[src/rtl/time_countdown.sv]
// Seconds countdown timer with run/pause control and a 1 s prescaler.
// Build option: define TIME_COUNTDOWN_AUTO_RELOAD_EN to auto-reload at zero.
//
// Ports:
//   clk       system clock, rising edge
//   rst       async active-low reset
//   load      load request, Time <= load_val, go IDLE
//   load_val  seconds to load
//   start     begin (IDLE) or resume (PAUSE) counting
//   pause     suspend counting (RUN only)
//   Time      remaining seconds (registered)
//   running   high in RUN
//   done      one-cycle pulse when a count reaches 0
//   expired   high in EXPIRED
module time_countdown #(
  parameter int CLK_HZ = 100000000,
  parameter int W      = 16
) (
  input  logic         clk,
  input  logic         rst,
  input  logic         load,
  input  logic [W-1:0] load_val,
  input  logic         start,
  input  logic         pause,
  output logic [W-1:0] Time,
  output logic         running,
  output logic         done,
  output logic         expired
);

  localparam int PW = $clog2(CLK_HZ);
  localparam logic [PW-1:0] PTC = PW'(CLK_HZ - 1);

  typedef enum logic [1:0] {
    S_IDLE,
    S_RUN,
    S_PAUSE,
    S_EXP
  } state_t;

  state_t        state_q, state_d;
  logic [W-1:0]  time_q, time_d;
  logic [W-1:0]  reload_q, reload_d;
  logic [PW-1:0] presc_q, presc_d;
  logic          done_q, done_d;
  logic          tick;

  assign tick = (presc_q == PTC);

  always_ff @(posedge clk or negedge rst) begin
    if (!rst) begin
      state_q  <= S_IDLE;
      time_q   <= '0;
      reload_q <= '0;
      presc_q  <= '0;
      done_q   <= 1'b0;
    end else begin
      state_q  <= state_d;
      time_q   <= time_d;
      reload_q <= reload_d;
      presc_q  <= presc_d;
      done_q   <= done_d;
    end
  end

  always_comb begin
    state_d  = state_q;
    time_d   = time_q;
    reload_d = reload_q;
    presc_d  = presc_q;
    done_d   = 1'b0;
    if (load) begin
      time_d   = load_val;
      reload_d = load_val;
      presc_d  = '0;
      state_d  = S_IDLE;
    end else begin
      unique case (state_q)
        S_IDLE: begin
          // pause outranks start even though it has no effect here
          if (!pause && start && time_q != '0) begin
            state_d = S_RUN;
            presc_d = '0;
          end
        end
        S_RUN: begin
          presc_d = tick ? '0 : presc_q + PW'(1);
          if (tick) begin
            if (time_q > W'(1)) begin
              time_d = time_q - W'(1);
            end else if (time_q == W'(1)) begin
              done_d = 1'b1;
`ifdef TIME_COUNTDOWN_AUTO_RELOAD_EN
              time_d = reload_q;
              if (reload_q == '0) begin
                state_d = S_EXP;
              end
`else
              time_d  = '0;
              state_d = S_EXP;
`endif
            end
          end
          // a pause on the final tick loses to expiry
          if (pause && state_d != S_EXP) begin
            state_d = S_PAUSE;
          end
        end
        S_PAUSE: begin
          // prescaler is held, so the partial second resumes intact
          if (!pause && start) begin
            state_d = S_RUN;
          end
        end
        S_EXP: begin
          state_d = S_EXP;
        end
        default: begin
          state_d = S_IDLE;
        end
      endcase
    end
  end

  assign Time    = time_q;
  assign done    = done_q;
  assign running = (state_q == S_RUN);
  assign expired = (state_q == S_EXP);

endmodule

[config.mk]
export PLATFORM = sky130hd
export DESIGN_NAME = time_countdown
export DESIGN_NICKNAME = d
export VERILOG_FILES = /design/src/rtl/time_countdown.sv
export SDC_FILE = /design/constraint.sdc
export NUM_CORES = 1
export LEC_CHECK = 0
export BUFFER_PORTS_ARGS = -buffer_cell sky130_fd_sc_hd__buf_2
export CAP_MARGIN = 15
export CELL_PAD_IN_SITES_DETAIL_PLACEMENT = 1
export CELL_PAD_IN_SITES_GLOBAL_PLACEMENT = 1
export CORE_MARGIN = 2
export CORE_UTILIZATION = 43
export CTS_BUF_LIST = sky130_fd_sc_hd__clkbuf_8
export CTS_CLUSTER_SIZE = 16
export DETAILED_ROUTE_END_ITERATION = 16
export PLACE_DENSITY = 0.91
export SYNTH_ARGS = -nofsm -noshare
export SYNTH_HDL_FRONTEND = slang
export SYNTH_SLANG_ARGS = --single-unit
[constraint.sdc]
create_clock -name clk -period 5.4 [get_ports clk]
set_input_delay 0.81 -clock clk [delete_from_list [all_inputs] [get_ports clk]]
set_output_delay 0.81 -clock clk [all_outputs]
set_load 0.02 [all_outputs]
==> key figures, run 1 <==
Outcome
  – Status: completed

Logic synthesis
  – Netlist cell types: 48
  – EDFF count, synth: 0
  – Mapped Area: 0.00275 mm^2
  – Share of the yosys chip area belonging to registers: between 40% and 50%
  – Yosys reg bits: 46
  – Async set or reset register ratio after synthesis: 100%
  – Mapped Nets: 347
  – Avg Inst Size Synth: 8.53 um^2
  – Syn Inst Count: 322
  – Primary FF master, synth: dfrtp_1
  – YS warnings: 0

Power
  – Combinational Power Share: 14.5%
  – Worst vdd ir: 122 uV
  – Internal power: 0.000536 W
  – Reg power frac: 51.0%
  – Total power: 0.000755 W
  – Switch share: 29.0%
  – Power per Cell Area: around 240 mW/mm^2
  – P_sw: 0.000219 W
  – Leak Pwr: between 1 and 1.5 nW
  – Clock group share of total power: approximately 35%

Worst hold path
  – Hold Path Class: input pin to async pin

Critical path
  – Critical path fanouts, max: 14
  – Required time worst endpoint: around 5.6 ns
  – Critical path's top delay family: simple AND/OR/NAND/NOR gates
  – Crit path kind: flip-flop to flip-flop
  – CP endpoint kind: flip-flop
  – Crit path DAT: 3.44 ns
  – R2R Setup Slk: 2.15 ns
  – CP peak stage delay: 0.60 ns
  – Worst setup SP type: flip-flop
  – Worst reg2reg startpoint: presc_q[10]
  – Worst Path Buf+Inv: 1
  – Crit-path cells: or4_1, or4_4, nor3_2, a21oi_1, o21ai_1, buf_4, nor2_1
  – Slowest-stage cell, CP: o21ai_1
  – RR Endpoint: presc_q[24]
  – FF-to-FF path depth: 7

Clocking
  – CTS Hold Buffers Added: 0
  – CTS resizes: 0
  – Skew-Pair Late Insertion Delay: 0.30 ns
  – CTS clk-pin slew, worst paths: roughly 0.090 ns
  – H-tree Lvls: 2
  – Setup Buffers After CTS: 0
  – Max Buffers Root-to-Sink: 2
  – CTS buffer count: 5
  – Clock root buffer: clkbuf_8
  – CTS tree: built
  – Sink Count: 46

Drt
  – ANT nets after route: 0
  – Initial DRC count: 157
  – Vias per cell: 5.82
  – DRT Pass-1 Iters: 4
  – DRT Wirelength: 7680 um
  – Vias post-DR: 2,539
  – DRC viols: 0
  – Routed wire per std cell: 17.6 um

GRT
  – Global-route wire length before repair: 13,400 um
  – Gr ovfl total: 0
  – GRT Overall Usage: a little under a quarter
  – Pin count of the biggest net entering global routing: 47
  – Vias in the first global route: 2,695
  – Initial antenna violation count: 0

Finish
  – Syn-to-layout area delta: 13.9%
  – Leading cell type in the layout, fill and taps excluded: nor2_1
  – Layout cells sized above 1: 15.6%
  – Most frequent cells in the layout: nor2_1 (56), dfrtp_1 (46), buf_2 (39)
  – Multi-input logic area: 0.00152 mm^2
  – Area occupied by registers: 0.00115 mm^2
  – Final net count: 383
  – Final std cells w/o fill: 436
  – Number of fill cells: 774
  – N_diodes: 0

Timing
  – Crit path setup slack, layout: about 2.1 ns
  – Fin. Hold Viols: 0
  – Worst slew pin tran: about 0.99 ns
  – F_max: 308 MHz
  – Clock Skew: 0.00615 ns
  – Final setup vio count: 0
  – RSZ-0062 raised after global routing: false
  – Tcrit/Tclk final: 60.2%
  – Slew Viols, Final: 0
  – Post-route minimum period: 3.25 ns
  – Total negative slack: 0 ns
  – Max-Slew Margin vs Limit: roughly a third

Floorplanning
  – Die Width: 83.9 um
  – Die Y: 83.9 um
  – Die Area: 0.00705 mm^2
  – Core ar.: roughly 0.0063 mm^2
  – Initial core utilization: 43.8%
  – # IOs: 40
  – Row Count: 29

Placement
  – GPL Wtd Cong: 0.901
  – DP HPWL: 5520 um
  – Place WS: approximately 2.2 ns
  – Port-buffer cells: 39
  – Placed cells: roughly 430

Job
  – Max cap viols: 0
how the worst max path moves through the flow:
| stage | start | end | cells past startpoint | slack, ns |
|---|---|---|---|---|
| 2_1_floorplan | presc_q[10] | Time[10] | 6 | 2.79 |
| 3_3_place_gp | presc_q[10] | presc_q[24] | 7 | 2.28 |
| 3_5_place_dp | presc_q[10] | presc_q[20] | 7 | 2.19 |
| 4_1_cts | presc_q[10] | presc_q[24] | 7 | 2.15 |
| 5_1_grt | presc_q[10] | presc_q[24] | 7 | 1.98 |
| 6_report | presc_q[10] | presc_q[24] | 7 | 2.15 |
registers in the layout (all words and copies together), names as in the netlist:
name / flops
presc_q: 27
Time: 16
state_q: 2
done: 1
area by class of cell:
class	count	share of cell area, %
flip-flops and latches	46	36.8
clock inverters	3	1.32
multi-input cells	256	48.5
clock buffers	5	2.20
repair buffers	41	7.12
inverters	8	0.960
well taps	77	3.08
power groups by stage:
| stage | clock network (W) | logic, W | registers (W) |
|---|---|---|---|
| floorplan | 0 | 0.0000528 | 0.000398 |
| global placement | 0 | 0.000104 | 0.000390 |
| detailed placement | 0 | 0.000108 | 0.000392 |
| CTS | 0.000269 | 0.000109 | 0.000385 |
| global route | 0.000278 | 0.000122 | 0.000389 |
| finish | 0.000260 | 0.000109 | 0.000385 |
logic make-up after synthesis:
group	synth area share, %
xor+xnor	7.65
flops	41.9
compound gates	13.7
buf+inv	2.82
fa+ha+maj	1.82
simple gates	31.7
mux	0.364
cells in the mapped netlist (all sizes together), types with 2 or more instances:
library cell | instances | area share [%]
nand4 | 10 | 2.3
nand3 | 13 | 2.4
ha | 4 | 1.8
nor2 | 56 | 7.7
a211oi | 3 | 0.82
nand2 | 31 | 4.3
o311ai | 3 | 0.96
a21oi | 10 | 1.8
nor3 | 21 | 4.4
o2111ai | 2 | 0.64
dfrtp | 46 | 42
a31oi | 3 | 0.68
and4 | 5 | 1.6
o41a | 2 | 0.82
and3 | 3 | 0.68
o21ai | 17 | 3.1
or4b | 2 | 0.73
xor2 | 5 | 1.6
nor2b | 3 | 0.68
nor3b | 2 | 0.55
or2 | 2 | 0.46
nand2b | 4 | 0.91
nand3b | 2 | 0.55
clkbuf | 10 | 1.4
or3 | 3 | 0.68
nor4 | 4 | 0.91
or4 | 3 | 0.96
buf | 2 | 0.36
xnor2 | 19 | 6.1
o211ai | 12 | 3.3
a2bb2oi | 2 | 0.64
inv | 8 | 1.1
metal layers:
layer	global-route usage [%]	wire length, um	vias up
li1	-	-	1232
met1	32.5	3670	1249
met2	37.7	3670	49
met3	3.66	255	9
met4	6.45	84	0
met5	0	0	-
worst register-to-register path, cell delays in order (launching register included):
cell,delay (ns)
dfrtp_1,0.45
or4_1,0.54
or4_4,0.58
nor3_2,0.41
a21oi_1,0.16
o21ai_1,0.60
buf_4,0.33
nor2_1,0.08
per-stage QoR:
stage	util, %	instance area (um^2)	hold WS (ns)
2_1_floorplan	-	2750	0.467
3_3_place_gp	47.8	3000	0.491
3_5_place_dp	47.8	3000	0.507
4_1_cts	49.5	3110	0.518
5_1_grt	49.9	3130	0.455
6_report	49.9	3130	0.430
Power figures use the tool's default switching activity.
==> run 2, diff against run 1 <==
--- a/config.mk
+++ b/config.mk
@@ -10,11 +10,11 @@
 export CELL_PAD_IN_SITES_DETAIL_PLACEMENT = 1
 export CELL_PAD_IN_SITES_GLOBAL_PLACEMENT = 1
 export CORE_MARGIN = 2
-export CORE_UTILIZATION = 43
+export CORE_UTILIZATION = 40
 export CTS_BUF_LIST = sky130_fd_sc_hd__clkbuf_8
 export CTS_CLUSTER_SIZE = 16
 export DETAILED_ROUTE_END_ITERATION = 16
-export PLACE_DENSITY = 0.91
+export PLACE_DENSITY = 0.89
 export SYNTH_ARGS = -nofsm -noshare
 export SYNTH_HDL_FRONTEND = slang
 export SYNTH_SLANG_ARGS = --single-unit
==> constraint.sdc (replaced) <==
create_clock -name clk -period 2.9 [get_ports clk]
set_input_delay 0.435 -clock clk [delete_from_list [all_inputs] [get_ports clk]]
set_output_delay 0.435 -clock clk [all_outputs]
set_load 0.02 [all_outputs]
==> run 2 against run 1 <==
Against the previous run:
- worst hold slack worse by 0.43 ns
- cell area up 2.8%
- largest cell class unchanged
- clock-buffer cell count unchanged
- sequential share of layout area down 0.99 points
- power up 88%
- final cell count up 3.2%
- wire length up 5.9%
- sequential power up 86%
- via count up 7.0%
- utilization down 2.0 points
- combinational power up 97%
==> key figures, run 2 (synthesis gave the netlist of run 1 again) <==
Timing
  – Post-route minimum period: 2.73 ns (was 3.25 ns)
  – Fin. Hold Viols: 0 (unchanged)
  – Total negative slack: 0 ns (unchanged)
  – Worst slew pin tran: 0.771 ns (was 0.995 ns)
  – Clock Skew: 0.00479 ns (was 0.00615 ns)
  – Tcrit/Tclk final: 94.1% (was 60.2%)
  – RSZ-0062 raised after global routing: false (unchanged)
  – F_max: 366 MHz (was 308 MHz)
  – Final setup vio count: 0 (unchanged)
  – Max-Slew Margin vs Limit: 48.3% (was 33.4%)
  – Slew Viols, Final: 0 (unchanged)

Placement
  – Port-buffer cells: 39 (unchanged)
  – GPL Wtd Cong: 0.874 (was 0.901)
  – Placed cells: 441 (was 427)
  – DP HPWL: 5820 um (was 5520 um)

Critical path
  – CP endpoint kind: flip-flop (unchanged)
  – Crit path DAT: 2.96 ns (was 3.44 ns)
  – Slowest-stage cell, CP: or4_4 (was o21ai_1)
  – CP peak stage delay: 0.59 ns (was 0.60 ns)
  – R2R Setup Slk: 0.17 ns (was 2.15 ns)
  – Critical path fanouts, max: 13 (was 14)
  – Crit-path cells: or4_1, or4_4, nor3_4, nand2_2, buf_4, o41a_1, a2bb2oi_1 (was or4_1, or4_4, nor3_2, a21oi_1, o21ai_1, buf_4, nor2_1)
  – RR Endpoint: Time[2] (was presc_q[24])
  – FF-to-FF path depth: 7 (unchanged)
  – Crit path kind: flip-flop to flip-flop (unchanged)
  – Worst reg2reg startpoint: presc_q[8] (was presc_q[10])
  – Required time worst endpoint: 3.13 ns (was 5.59 ns)
  – Worst setup SP type: flip-flop (unchanged)

Clocking
  – Skew-Pair Late Insertion Delay: 0.31 ns (was 0.30 ns)
  – CTS tree: built (unchanged)
  – Sink Count: 46 (unchanged)
  – CTS buffer count: 5 (unchanged)
  – Max Buffers Root-to-Sink: 2 (unchanged)
  – H-tree Lvls: 2 (unchanged)
  – CTS clk-pin slew, worst paths: 0.09 ns (about the same)
  – Clock root buffer: clkbuf_8 (unchanged)

Power
  – Leak Pwr: 1.31 nW (was 1.25 nW)
  – Worst vdd ir: 184 uV (was 122 uV)
  – Power per Cell Area: 442 mW/mm^2 (was 241 mW/mm^2)

Finish
  – Final net count: 394 (was 383)
  – Top flop regs: presc_q (27), Time (16), state_q (2) (unchanged)
  – Layout cells sized above 1: 18.1% (was 15.6%)
  – Leading cell type in the layout, fill and taps excluded: nor2_1 (unchanged)
  – Number of flip-flops in the largest register: 27 (unchanged)
  – Most frequent cells in the layout: nor2_1 (56), dfrtp_1 (46), buf_2 (39) (unchanged)
  – Final std cells w/o fill: 450 (was 436)
  – N_diodes: 0 (unchanged)
  – Syn-to-layout area delta: 17.0% (was 13.9%)
  – Largest reg by FF count: presc_q (unchanged)

GRT
  – Initial antenna violation count: 0 (unchanged)
  – Gr ovfl total: 0 (unchanged)
  – GRT Overall Usage: 22.8% (was 23.3%)
  – Global-route wire length before repair: 13,700 um (was 13,400 um)
  – Pin count of the biggest net entering global routing: 47 (unchanged)
  – Vias in the first global route: 2,718 (was 2,695)

Floorplanning
  – Row Count: 30 (was 29)
  – # IOs: 40 (unchanged)
  – Die Y: 86.9 um (was 83.9 um)
  – Core ar.: 0.00672 mm^2 (was 0.00628 mm^2)
  – Initial core utilization: 40.9% (was 43.8%)
  – Die Area: 0.00755 mm^2 (was 0.00705 mm^2)
  – Die Width: 86.9 um (was 83.9 um)

Drt
  – Initial DRC count: 221 (was 157)
  – Vias post-DR: 2,716 (was 2,539)
  – DRT Pass-1 Iters: 4 (unchanged)
  – Routed wire per std cell: 18.1 um (was 17.6 um)
  – DRT Wirelength: 8130 um (was 7680 um)
  – ANT nets after route: 0 (unchanged)
  – DRC viols: 0 (unchanged)
  – Vias per cell: 6.04 (was 5.82)

Outcome
  – Status: completed (unchanged)

Job
  – Max cap viols: 0 (unchanged)

Worst hold path
  – Hold Path Class: input pin to async pin (unchanged)
-- run 2: changes by cell type in the layout (fill, tap and decap cells not counted), sizes merged --
cell  before  now
buf       41   52
-- run 2: power by group --
part	switching [W]	internal, W	leakage (nW)
sequential	0.0000450	0.000671	0.605
combinational	0.000137	0.0000779	0.649
clock	0.000237	0.000254	0.0556
total	0.000419	0.00100	1.31
-- run 2: area by class of cell --
type | count | area [um^2]
Inverter | 8 | 30.0
Timing Repair Buffer | 52 | 305
Clock buffer | 5 | 68.8
Multi-Input combinational cell | 256 | 1520
Clock inverter | 3 | 41.3
Fill cell | 818 | 3500
Tap cell | 80 | 100
Sequential cell | 46 | 1150
-- run 2: worst max-delay path, delay by kind of cell, from the launching register on --
kind	cells	cell delay (ns)
and+or+nand+nor	4	1.52
AOI/OAI and AO/OA	2	0.47
DFF	1	0.43
buffers and inverters	1	0.22
-- run 2: stage by stage --
stage | power, W | cell area [um^2] | util, % | hold slack (ns) | worst slack, ns
floorplan | 0.000840 | 2750 | - | 0.139 | 0.290
global placement | 0.000927 | 3090 | 45.9 | 0.487 | 0.292
detailed placement | 0.000939 | 3090 | 45.9 | 0.510 | 0.148
CTS | 0.00143 | 3200 | 47.6 | 0.341 | 0.106
global route | 0.00149 | 3220 | 47.9 | 0.0117 | 0.0519
finish | 0.00142 | 3220 | 47.9 | 0.00350 | 0.171
-- run 2: worst max path at each step --
stage	end	from	slack [ns]	cells after the start
after floorplan	Time[10]	presc_q[10]	0.29	6
after global placement	Time[10]	presc_q[8]	0.29	6
after detailed placement	Time[10]	presc_q[8]	0.15	6
after CTS	Time[2]	presc_q[8]	0.11	7
after global routing	Time[2]	presc_q[8]	0.05	7
final	Time[2]	presc_q[8]	0.17	7
-- run 2: layer usage --
| layer | vias to the layer above | share of wire (%) | global-route usage, % |
|---|---|---|---|
| met4 | 0 | 1.9 | 6.82 |
| li1 | 1257 | - | - |
| met2 | 85 | 47 | 35.3 |
| met5 | - | 0 | 0 |
| met1 | 1355 | 47 | 32.6 |
| met3 | 19 | 4.8 | 4.27 |
-- run 2: timing repair --
item                                    CTS  global route
hold buffers                              0             0
endpoints found under the setup margin    0             1
buffers inserted                          0             0
gates resized for setup                   0             0
==> run 3, diff against run 2 <==
==> config.mk (replaced) <==
export PLATFORM = sky130hd
export DESIGN_NAME = time_countdown
export DESIGN_NICKNAME = d
export VERILOG_FILES = /design/src/rtl/time_countdown.sv
export SDC_FILE = /design/constraint.sdc
export NUM_CORES = 1
export LEC_CHECK = 0
export BUFFER_PORTS_ARGS = -buffer_cell sky130_fd_sc_hd__buf_2
export CAP_MARGIN = 15
export CELL_PAD_IN_SITES_DETAIL_PLACEMENT = 0
export CELL_PAD_IN_SITES_GLOBAL_PLACEMENT = 2
export CORE_MARGIN = 2
export CORE_UTILIZATION = 36
export CTS_BUF_LIST = sky130_fd_sc_hd__clkbuf_8
export CTS_CLUSTER_DIAMETER = 150
export CTS_CLUSTER_SIZE = 16
export DETAILED_ROUTE_END_ITERATION = 16
export PLACE_DENSITY = 0.94
export SYNTH_ARGS = -nofsm -noshare
export SYNTH_HDL_FRONTEND = slang
export SYNTH_SLANG_ARGS = --single-unit
==> constraint.sdc (replaced) <==
create_clock -name clk -period 3 [get_ports clk]
set_input_delay 0.45 -clock clk [delete_from_list [all_inputs] [get_ports clk]]
set_output_delay 0.45 -clock clk [all_outputs]
set_load 0.02 [all_outputs]
==> run 3 against run 2 <==
Against the previous run:
- sequential cell count is the same
- non-clock buffer count shrank 2
- clock power shrank 4.9%
- critical path depth is the same
- power shrank 4.5%
- sequential share of layout area shrank 0.083 points
- combinational power shrank 7%
- die area grew 11%
- worst setup slack gained 0.10 ns
- clock-buffer cell count is the same
- critical path type unchanged
- critical endpoint is now Time[14]
- highest routed layer unchanged
==> key figures, run 3 (synthesis gave the netlist of run 1 again) <==
Job
  – Max cap viols: 0 (unchanged)

Finish
  – Final net count: 392 (was 394)
  – Area occupied by registers: 0.00115 mm^2 (unchanged)
  – Top flop regs: presc_q (27), Time (16), state_q (2) (unchanged)
  – Syn-to-layout area delta: 17.3% (was 17.0%)
  – Number of fill cells: 751 (was 818)
  – Multi-input logic area: 0.00152 mm^2 (unchanged)
  – Number of flip-flops in the largest register: 27 (unchanged)
  – Largest reg by FF count: presc_q (unchanged)
  – N_diodes: 0 (unchanged)
  – Most frequent cells in the layout: nor2_1 (56), dfrtp_1 (46), buf_2 (39) (unchanged)
  – Leading cell type in the layout, fill and taps excluded: nor2_1 (unchanged)
  – Layout cells sized above 1: 17.9% (was 18.1%)

Clocking
  – Setup Buffers After CTS: 0 (unchanged)
  – Max Buffers Root-to-Sink: 2 (unchanged)
  – Sink Count: 46 (unchanged)
  – H-tree Lvls: 2 (unchanged)
  – CTS resizes: 0 (unchanged)
  – CTS buffer count: 5 (unchanged)
  – CTS tree: built (unchanged)
  – Skew-Pair Late Insertion Delay: 0.31 ns (about the same)
  – CTS Hold Buffers Added: 0 (unchanged)
  – CTS clk-pin slew, worst paths: 0.09 ns (about the same)
  – Clock root buffer: clkbuf_8 (unchanged)

Drt
  – Vias per cell: 5.40 (was 6.04)
  – Initial DRC count: 167 (was 221)
  – Vias post-DR: 2,523 (was 2,716)
  – DRT Pass-1 Iters: 5 (was 4)
  – Routed wire per std cell: 15.1 um (was 18.1 um)
  – ANT nets after route: 0 (unchanged)
  – DRC viols: 0 (unchanged)
  – DRT Wirelength: 7070 um (was 8130 um)

Critical path
  – Critical path fanouts, max: 16 (was 13)
  – Required time worst endpoint: 3.22 ns (was 3.13 ns)
  – CP endpoint kind: flip-flop (unchanged)
  – R2R Setup Slk: 0.27 ns (was 0.17 ns)
  – Worst reg2reg startpoint: presc_q[10] (was presc_q[8])
  – RR Endpoint: Time[14] (was Time[2])
  – Worst setup SP type: flip-flop (unchanged)
  – FF-to-FF path depth: 7 (unchanged)
  – Crit path DAT: 2.95 ns (was 2.96 ns)
  – Crit path kind: flip-flop to flip-flop (unchanged)

Timing
  – Final setup vio count: 0 (unchanged)
  – Max-Slew Margin vs Limit: 60.6% (was 48.3%)
  – Fin. Hold Viols: 0 (unchanged)
  – RSZ-0062 raised after global routing: false (unchanged)
  – Total negative slack: 0 ns (unchanged)
  – Crit path setup slack, layout: 0.272 ns (was 0.171 ns)
  – F_max: 367 MHz (was 366 MHz)
  – Tcrit/Tclk final: 90.9% (was 94.1%)
  – Worst slew pin tran: 0.587 ns (was 0.771 ns)
  – Slew Viols, Final: 0 (unchanged)
  – Clock Skew: 0.00986 ns (was 0.00479 ns)
  – Post-route minimum period: 2.73 ns (about the same)

Worst hold path
  – Hold Path Class: input pin to async pin (unchanged)

Floorplanning
  – # IOs: 40 (unchanged)
  – Core ar.: 0.00733 mm^2 (was 0.00672 mm^2)
  – Die Area: 0.00835 mm^2 (was 0.00755 mm^2)
  – Row Count: 31 (was 30)
  – Die Width: 91.4 um (was 86.9 um)
  – Initial core utilization: 37.5% (was 40.9%)
  – Die Y: 91.4 um (was 86.9 um)

Power
  – Worst vdd ir: 148 uV (was 184 uV)
  – Power per Cell Area: 421 mW/mm^2 (was 442 mW/mm^2)
  – Leak Pwr: 1.30 nW (was 1.31 nW)

GRT
  – Global-route wire length before repair: 11,800 um (was 13,700 um)
  – Gr ovfl total: 0 (unchanged)
  – Pin count of the biggest net entering global routing: 47 (unchanged)
  – Initial antenna violation count: 0 (unchanged)
  – Vias in the first global route: 2,316 (was 2,718)
  – GRT Overall Usage: 17.5% (was 22.8%)

Placement
  – GPL Wtd Cong: 0.852 (was 0.874)
  – DP HPWL: 5170 um (was 5820 um)
  – Place WS: 0.309 ns (was 0.148 ns)
  – Port-buffer cells: 39 (unchanged)

Outcome
  – Status: completed (unchanged)
[run 3: metal layers]
layer	vias up	track usage, %	wire [um]
met5	-	0	0
met4	0	4.55	85
met3	5	3.07	330
met2	67	25.7	3070
met1	1204	26.5	3580
li1	1247	-	-
[run 3: final cells by class]
class,count,share of cell area [%]
Multi-Input combinational cell,256,47.1
Timing Repair Buffer,50,9.01
Tap cell,99,3.84
Sequential cell,46,35.7
Inverter,8,0.932
Clock inverter,3,1.24
Clock buffer,5,2.14
[run 3: worst max path at each step]
stage,to,startpoint,cells after the start,slack (ns)
floorplan,Time[10],presc_q[10],6,0.39
global placement,Time[10],presc_q[10],6,0.40
detailed placement,Time[14],presc_q[10],7,0.31
CTS,Time[14],presc_q[10],7,0.27
global route,Time[14],presc_q[10],7,0.17
finish,Time[14],presc_q[10],7,0.27
[run 3: critical path: stages, from the launching register on]
cell,delay [ns]
dfrtp_1,0.45
or4_1,0.53
or4_4,0.57
nor3_4,0.32
nand2_2,0.08
buf_4,0.20
or2_2,0.30
a31oi_1,0.18
[run 3: metrics by stage]
| stage | util, % | cells | hold WS [ns] | cell area, um^2 | total power, W |
|---|---|---|---|---|---|
| after floorplan | - | 322 | 0.154 | 2750 | 0.000812 |
| after global placement | 42.2 | 458 | 0.486 | 3090 | 0.000899 |
| after detailed placement | 42.2 | 458 | 0.500 | 3090 | 0.000901 |
| after CTS | 43.7 | 466 | 0.349 | 3200 | 0.00137 |
| after global routing | 44.0 | 467 | 0.0608 | 3220 | 0.00143 |
| final | 44.0 | 467 | 0.0446 | 3220 | 0.00136 |
[run 3: power breakdown]
part	switching [W]	internal [W]
logic	0.000125	0.0000739
clock network	0.000222	0.000246
registers	0.0000421	0.000649
